[src/rtl/beat_sequencer_ctrl.sv]
// rtl/beat_sequencer_ctrl.sv - play/pause/stop sequencer stepping a beat index at a tempo-scaled rate
module beat_sequencer_ctrl #(
  parameter int BASE_DIV = 1_562_500,
  parameter int BEAT_MAX = 64
) (
  input  logic        clk,
  input  logic        rst,
  input  logic        play,
  input  logic        stop,
  input  logic        tempo_up,
  input  logic        tempo_down,
  input  logic        loop_en,
  output logic [11:0] ibeat_num,
  output logic        en,
  output logic [1:0]  state,
  output logic [2:0]  tempo_idx,
  output logic        beat_tick
);

  typedef enum logic [1:0] {
    S_IDLE  = 2'd0,
    S_PLAY  = 2'd1,
    S_PAUSE = 2'd2,
    S_DONE  = 2'd3
  } state_t;

  localparam logic [31:0] BASE_DIV_W = 32'(BASE_DIV);
  localparam logic [11:0] LAST_BEAT  = 12'(BEAT_MAX - 1);
  localparam logic [11:0] BEAT_END   = 12'(BEAT_MAX);
  localparam logic [2:0]  TEMPO_RST  = 3'd3;

  state_t      state_q, state_d;
  logic [11:0] ibeat_q, ibeat_d;
  logic [31:0] div_cnt_q, div_cnt_d;
  logic [31:0] period_q, period_d;
  logic [2:0]  tempo_q, tempo_d;
  logic        tick_q, tick_d;
  logic        en_q, en_d;

  logic [31:0] new_period;
  logic        beat_adv;

  // Period is sampled only at beat starts so a tempo change never stretches or cuts the running beat.
  assign new_period = BASE_DIV_W * (32'd8 - {29'd0, tempo_q});
  assign beat_adv   = (state_q == S_PLAY) && (div_cnt_q == period_q - 32'd1);

  always_comb begin
    state_d   = state_q;
    ibeat_d   = ibeat_q;
    div_cnt_d = div_cnt_q;
    period_d  = period_q;
    tempo_d   = tempo_q;
    tick_d    = 1'b0;

    if (tempo_up && !tempo_down && tempo_q != 3'd7) begin
      tempo_d = tempo_q + 3'd1;
    end else if (tempo_down && !tempo_up && tempo_q != 3'd0) begin
      tempo_d = tempo_q - 3'd1;
    end

    case (state_q)
      S_IDLE: begin
        if (play && !stop) begin
          state_d   = S_PLAY;
          ibeat_d   = 12'd0;
          div_cnt_d = 32'd0;
          period_d  = new_period;
        end
      end
      S_PLAY: begin
        if (stop) begin
          state_d   = S_IDLE;
          ibeat_d   = 12'd0;
          div_cnt_d = 32'd0;
        end else if (beat_adv) begin
          div_cnt_d = 32'd0;
          if (ibeat_q != LAST_BEAT || loop_en) begin
            ibeat_d  = (ibeat_q == LAST_BEAT) ? 12'd0 : ibeat_q + 12'd1;
            tick_d   = 1'b1;
            period_d = new_period;
            if (play) begin
              state_d = S_PAUSE;
            end
          end else begin
            ibeat_d = BEAT_END;
            state_d = S_DONE;
          end
        end else if (play) begin
          state_d = S_PAUSE;
        end else begin
          div_cnt_d = div_cnt_q + 32'd1;
        end
      end
      S_PAUSE: begin
        if (stop) begin
          state_d   = S_IDLE;
          ibeat_d   = 12'd0;
          div_cnt_d = 32'd0;
        end else if (play) begin
          state_d = S_PLAY;
        end
      end
      S_DONE: begin
        if (stop) begin
          state_d   = S_IDLE;
          ibeat_d   = 12'd0;
          div_cnt_d = 32'd0;
        end else if (play) begin
          state_d   = S_PLAY;
          ibeat_d   = 12'd0;
          div_cnt_d = 32'd0;
          period_d  = new_period;
        end
      end
      default: state_d = S_IDLE;
    endcase

    en_d = (state_d == S_PLAY) || (state_d == S_DONE);
  end

  always_ff @(posedge clk) begin
    if (!rst) begin
      state_q   <= S_IDLE;
      ibeat_q   <= 12'd0;
      div_cnt_q <= 32'd0;
      period_q  <= BASE_DIV_W * 32'd5;
      tempo_q   <= TEMPO_RST;
      tick_q    <= 1'b0;
      en_q      <= 1'b0;
    end else begin
      state_q   <= state_d;
      ibeat_q   <= ibeat_d;
      div_cnt_q <= div_cnt_d;
      period_q  <= period_d;
      tempo_q   <= tempo_d;
      tick_q    <= tick_d;
      en_q      <= en_d;
    end
  end

  assign ibeat_num = ibeat_q;
  assign en        = en_q;
  assign state     = state_q;
  assign tempo_idx = tempo_q;
  assign beat_tick = tick_q;

endmodule

[config.mk]
export PLATFORM = sky130hd
export DESIGN_NAME = beat_sequencer_ctrl
export DESIGN_NICKNAME = d
export VERILOG_FILES = /design/src/rtl/beat_sequencer_ctrl.sv
export SDC_FILE = /design/constraint.sdc
export NUM_CORES = 1
export LEC_CHECK = 0
export BUFFER_PORTS_ARGS = -buffer_cell sky130_fd_sc_hd__buf_2
export CAP_MARGIN = 20
export CORE_UTILIZATION = 25
export DETAILED_ROUTE_END_ITERATION = 10
export SKIP_CTS_REPAIR_TIMING = 1
export SLEW_MARGIN = 40
export SYNTH_ARGS = -nofsm -noshare
export SYNTH_HDL_FRONTEND = slang
export SYNTH_SLANG_ARGS = --single-unit
[constraint.sdc]
create_clock -name clk -period 11.35 [get_ports clk]
set_clock_uncertainty 0.05 [all_clocks]
set_input_delay 3.405 -clock clk [delete_from_list [all_inputs] [get_ports clk]]
set_output_delay 3.405 -clock clk [all_outputs]
set_load 0.02 [all_outputs]
Word level (Yosys, flattened, before mapping)
Cells that the tools add are included.
{"block": "op_classes", "add_sub_neg": 6, "multipliers": 1, "n_eq_ne": 19, "mux": 35, "bitwise": 3, "reduce_logical": 20}
{"op": "32-bit 2-to-1 mux", "n": 13}
{"op": "32-bit one-hot mux with 4 select lines", "n": 1}
{"op": "12-bit 2-to-1 mux", "n": 8}
{"op": "32-bit one-hot mux with 3 select lines", "n": 1}
{"op": "12-bit one-hot mux with 4 select lines", "n": 1}
{"op": "32-bit by 1-bit adder with 32-bit output (second input constant)", "n": 1}
{"op": "32-bit == test", "n": 1}
{"op": "19-bit by 32-bit multiplier with 30-bit output (first input constant)", "n": 1}
{"op": "32-bit by 1-bit subtractor with 32-bit output (second input constant)", "n": 1}
{"op": "2-bit 2-to-1 mux", "n": 7}
{"op": "12-bit by 1-bit adder with 12-bit output (second input constant)", "n": 1}
{"op": "12-bit by 6-bit == test with 1-bit output (second input constant)", "n": 1}
{"op": "12-bit by 6-bit != test with 1-bit output (second input constant)", "n": 1}
{"op": "2-bit != test (second input constant)", "n": 6}
{"op": "3-bit != test (second input constant)", "n": 3}
{"op": "4-bit AND reduction", "n": 2}
{"op": "7-bit AND reduction", "n": 1}
{"op": "2-bit == test (second input constant)", "n": 3}
{"op": "1-bit logical AND", "n": 6}
{"op": "3-bit 2-to-1 mux", "n": 2}
{"op": "2-bit one-hot mux with 3 select lines", "n": 1}
{"op": "3-bit nonzero test", "n": 2}
{"op": "4-bit by 3-bit subtractor with 5-bit output (first input constant)", "n": 1}
{"op": "2-bit by 1-bit == test with 1-bit output (second input constant)", "n": 2}
{"op": "12 further kinds", "n": 17}
{"block": "totals", "regBits": 83, "inputBits": 7, "wordCells": 91}

Depth between registers and ports, before layout
{"block": "logic_depth", "ltp_word": 8, "ltp_mapped": 23}

Worst setup path after synthesis
No wires, ideal clock.
{"block": "synth_timing", "kind": "register to register", "start": "register tempo_q[0] (netlist: tempo_idx[0])", "end": "register period_q[20]", "setup_ns": 0.106, "arrival_ns": 5.169, "slack_ns": 6.025, "path_stages_with_launch": 22, "period_less_slack_ns": 5.325, "path_cell_list": "dfxtp_1 > inv_1 > ha_1 > ha_1 > ha_1 > inv_1 > fa_1 > inv_1 > ha_1 > ha_1 > ha_1 > inv_1 > fa_1 > inv_1 > ha_1 > a21o_1 > a21oi_1 > o21ai_0 > a221o_1 > a31oi_1 > xor2_1 > o311ai_0"}
{"block": "synth_via", "elab_chain_len": 6, "elab_cells_between_ends": 9, "classes_between": "1 x add/sub; 1 x mul; 7 x mux"}
{"item": "start: declaration", "line_no": "36", "rtl": "logic [2:0] tempo_q, tempo_d;"}
{"item": "start signal: assignment", "line_no": "135", "rtl": "tempo_q <= tempo_d;"}
{"item": "4-bit by 3-bit subtractor with 5-bit output *", "line_no": "44", "rtl": "assign new_period = BASE_DIV_W * (32'd8 - {29'd0, tempo_q});"}
{"item": "19-bit by 32-bit multiplier with 30-bit output *", "line_no": "44"}
{"item": "32-bit 2-to-1 mux", "line_no": "77", "rtl": "if (ibeat_q != LAST_BEAT || loop_en) begin"}
{"item": "32-bit 2-to-1 mux", "line_no": "75", "rtl": "end else if (beat_adv) begin"}
{"item": "32-bit 2-to-1 mux", "line_no": "71", "rtl": "if (stop) begin"}
{"item": "32-bit one-hot mux with 3 select lines *", "line_no": "61", "rtl": "case (state_q)"}
{"item": "end signal: assignment", "line_no": "126", "rtl": "period_q <= BASE_DIV_W * 32'd5;"}
{"item": "end signal: assignment", "line_no": "134", "rtl": "period_q <= period_d;"}
{"item": "end: declaration", "line_no": "35", "rtl": "logic [31:0] period_q, period_d;"}
Mark *: on every way between the ends. The rest lies on a longest branch, timed or not. The select of a mux whose other input is x is not followed.
A chain may end at the register's enable or synchronous reset.

Worst setup path in the final report
Same ends and word-level chain as after synthesis.

==> results.cfg <==
[timing]
timing.hold.ws_ns = 0.443
worstMarginPinSlew_ns = 0.778
setup_slack_ns = 5.56
grt_setup_unrepaired = no
slew_headroom_pct = 48.1
setup_viol = 0
drv_slew = 0
hold_violations = 0
max_freq_mhz = 173
period_needed_ns = 5.79
finalCritPeriodShare_pct = 51.0
fin_tns_setup_ns = 0

[critical_path]
crit_path_max_incr_delay_ns = 0.69
regToRegStartpoint = tempo_idx[0]
crit_type = reg -> reg
arrival_ns = 5.98
reg2reg_slack_ns = 5.56
critPathMostFrequentCell = ha_1
slowest_stage = dfxtp_1
critPathTopFamily = adder cells
worstReg2RegEnd = period_q[20]
crit_cells = 21
critPathMaxFanout = 14
critPathBufInv = 5
cp.required_ns = 11.54
cp_cell_sequence = inv_1 > ha_1 > ha_1 > inv_1 > ha_1 > inv_1 > ha_1 > ha_1 > ha_1 > ha_1 > inv_1 > fa_1 > inv_1 > ha_1 > a21o_1 > a21oi_1 > o21ai_0 > a221o_1 > a31oi_1 > xor2_1 > o311ai_0
endpoint_kind = flop
reg2reg_depth = 21
critPathLaunchType = flop

[placement]
io_buffer_count = 25
post-place-ws_ns = 5.55
dpl_cell_area_mm2 = 0.00674
gp_congestion = 0.834
place_hpwl_mm = 12.3

[clock_network]
cts_root_buf = clkbuf_16
cts_sinks = 73
htreeDepth = 3
cts_made_buffers = 9
clockBufferDepth = 2
cts_tree = yes
clock_latency_ns = 0.35
clk_pin_slew_ns = 0.06

[drt]
routedWlPerCell_um = 14.8
drtAntennaViolNets = 0
viasPerCell = 5.07
wl_mm = 16.3
firstDrtPassIters = 5
route.detailed.drc = 0
num_vias = 5592
first_iter_violations = 402

[yosys]
synth_ff_type = dfxtp_1
synthArstFlopShare_pct = 0
syn_inst = 769
synthMostInstantiatedCell = ha_1
syn-mean-instance-area_um2 = 8.26
synthTopCellsByArea = dfxtp_1 (23%), ha_1 (16%), xnor2_1 (4.6%)
synth_top_area_share_pct = 23.0
synthDistinctLibCells = 71
synth_common_cells = ha_1 (79), dfxtp_1 (73), nand2_1 (60), inv_1 (55), o21ai_0 (48)
seq_area_frac_synth_pct = 23.0
yosys_register_bits = 73
yosysTopAreaCell = dfxtp_1
syn_nets = 868
synth_edf_count = 0
syn_area_mm2 = 0.00635
ys_warn_count = 0

[outcome]
status = complete, no violations

[die]
io_pins = 26
row_count = 57
die_h_um = 161
core_area_mm2 = 0.0246
die-area_mm2 = 0.0260
start_util_pct = 25.8
fp.dieW_um = 161

[grt]
antenna_found_initial = 0
grt_pass1_wl_mm = 26.7
globalRouteOverflowTotal = 0
first_global_vias = 5120
grtUsageTotal_pct = 12.9
grt_max_degree = 56

[pwr]
powerDensity_mw_per_mm2 = 174
pwr-share-clk_pct = 26.8
leakagePower_nw = 2.92
peakVddDrop_uv = 161
p_comb_share_pct = 48.6
power.internal_uw = 741
p_sw_uw = 489
switching_share_pct = 39.8
p_seq_share_pct = 24.7

[min_path]
whs_path_depth = 2
hp-class = reg -> reg
hp-start = div_cnt_q[1]
min_to = div_cnt_q[1]

[cells_and_area]
drive_above_1_share_pct = 9.13
antenna_cells = 0
final_nets = 872
syn2layout_area_growth_pct = 11.6
final_cell_area_mm2 = 0.00709
num-fill-cells = 2606

[flow_run]
max-cap-violations = 0
## cells in the final DEF (no fill, tap or decap), types with 22 or more instances in the layout
| cell | Yosys | layout |
|---|---|---|
| a21oi_1 | 29 | 29 |
| and3_1 | 22 | 22 |
| buf_2 | 6 | 25 |
| dfxtp_1 | 73 | 73 |
| ha_1 | 79 | 79 |
| inv_1 | 55 | 55 |
| nand2_1 | 60 | 60 |
| nand3_1 | 35 | 34 |
| nor2_1 | 36 | 36 |
| nor3_1 | 27 | 27 |
| o21ai_0 | 48 | 48 |
| xnor2_1 | 33 | 33 |
## layout make-up
type	count	area, um^2	area share (%)
Multi-Input combinational cell	605	4520	63.8
Sequential cell	73	1460	20.6
Tap cell	324	405	5.72
Clock buffer	10	239	3.37
Inverter	55	206	2.91
Timing Repair Buffer	29	155	2.19
Clock inverter	6	97.6	1.38
## cells by family (layout without fill, tap and decap cells)
| family | Yosys count | in the layout | synth area share (%) |
|---|---|---|---|
| compound gates | 176 | 176 | 19.2 |
| xor+xnor | 52 | 52 | 7.17 |
| fa+ha+maj | 92 | 92 | 19.7 |
| buf+inv | 91 | 100 | 5.85 |
| flops | 73 | 73 | 23.0 |
| mux | 10 | 10 | 1.60 |
| simple gates | 275 | 275 | 23.5 |
## worst max-delay path by stage
stage | startpoint | end | slack [ns]
global placement | tempo_idx[0] | period_q[20] | 5.64
floorplan | tempo_idx[0] | period_q[20] | 6.02
global route | tempo_idx[0] | period_q[20] | 5.09
detailed placement | tempo_idx[0] | period_q[20] | 5.55
finish | tempo_idx[0] | period_q[20] | 5.56
CTS | tempo_idx[0] | period_q[20] | 5.51
## flip-flops by register name, indices dropped and copies added (netlist names)
signal and flops:
div_cnt_q 32, period_q 23, ibeat_num 12, tempo_idx 3, beat_tick 1, en 1
state 1
## layer usage
layer	GRT usage, %	vias up	share of wire, %
li1	-	2804	-
met1	17.7	2653	50
met2	20.2	121	44
met3	2.80	14	4.2
met4	3.26	0	0.99
met5	0	-	0
## stage by stage
| step | utilization [%] | std cells | power, mW |
|---|---|---|---|
| 2_1_floorplan | - | 769 | 0.772 |
| 3_3_place_gp | 27.4 | 1086 | 0.901 |
| 3_5_place_dp | 27.4 | 1086 | 0.910 |
| 4_1_cts | 28.8 | 1102 | 1.25 |
| 5_1_grt | 28.8 | 1102 | 1.35 |
| 6_report | 28.8 | 1102 | 1.23 |
## power groups by stage
stage	logic, mW	registers, mW	clock network [mW]
after floorplan	0.473	0.299	0
after global placement	0.593	0.308	0
after CTS	0.608	0.303	0.335
after global routing	0.690	0.306	0.349
final	0.598	0.304	0.329
after detailed placement	0.601	0.309	0
## worst register-to-register path, cell delays in order, from the launching register on
cell      delay [ns]
dfxtp_1         0.69
inv_1           0.18
ha_1            0.24
ha_1            0.45
inv_1           0.11
ha_1            0.29
inv_1           0.07
ha_1            0.29
ha_1            0.29
ha_1            0.27
ha_1            0.27
inv_1           0.05
fa_1            0.58
inv_1           0.06
ha_1            0.28
a21o_1          0.16
a21oi_1         0.21
o21ai_0         0.16
a221o_1         0.44
a31oi_1         0.22
xor2_1          0.08
o311ai_0        0.25
Note: power is estimated with default switching activity, not from simulation.
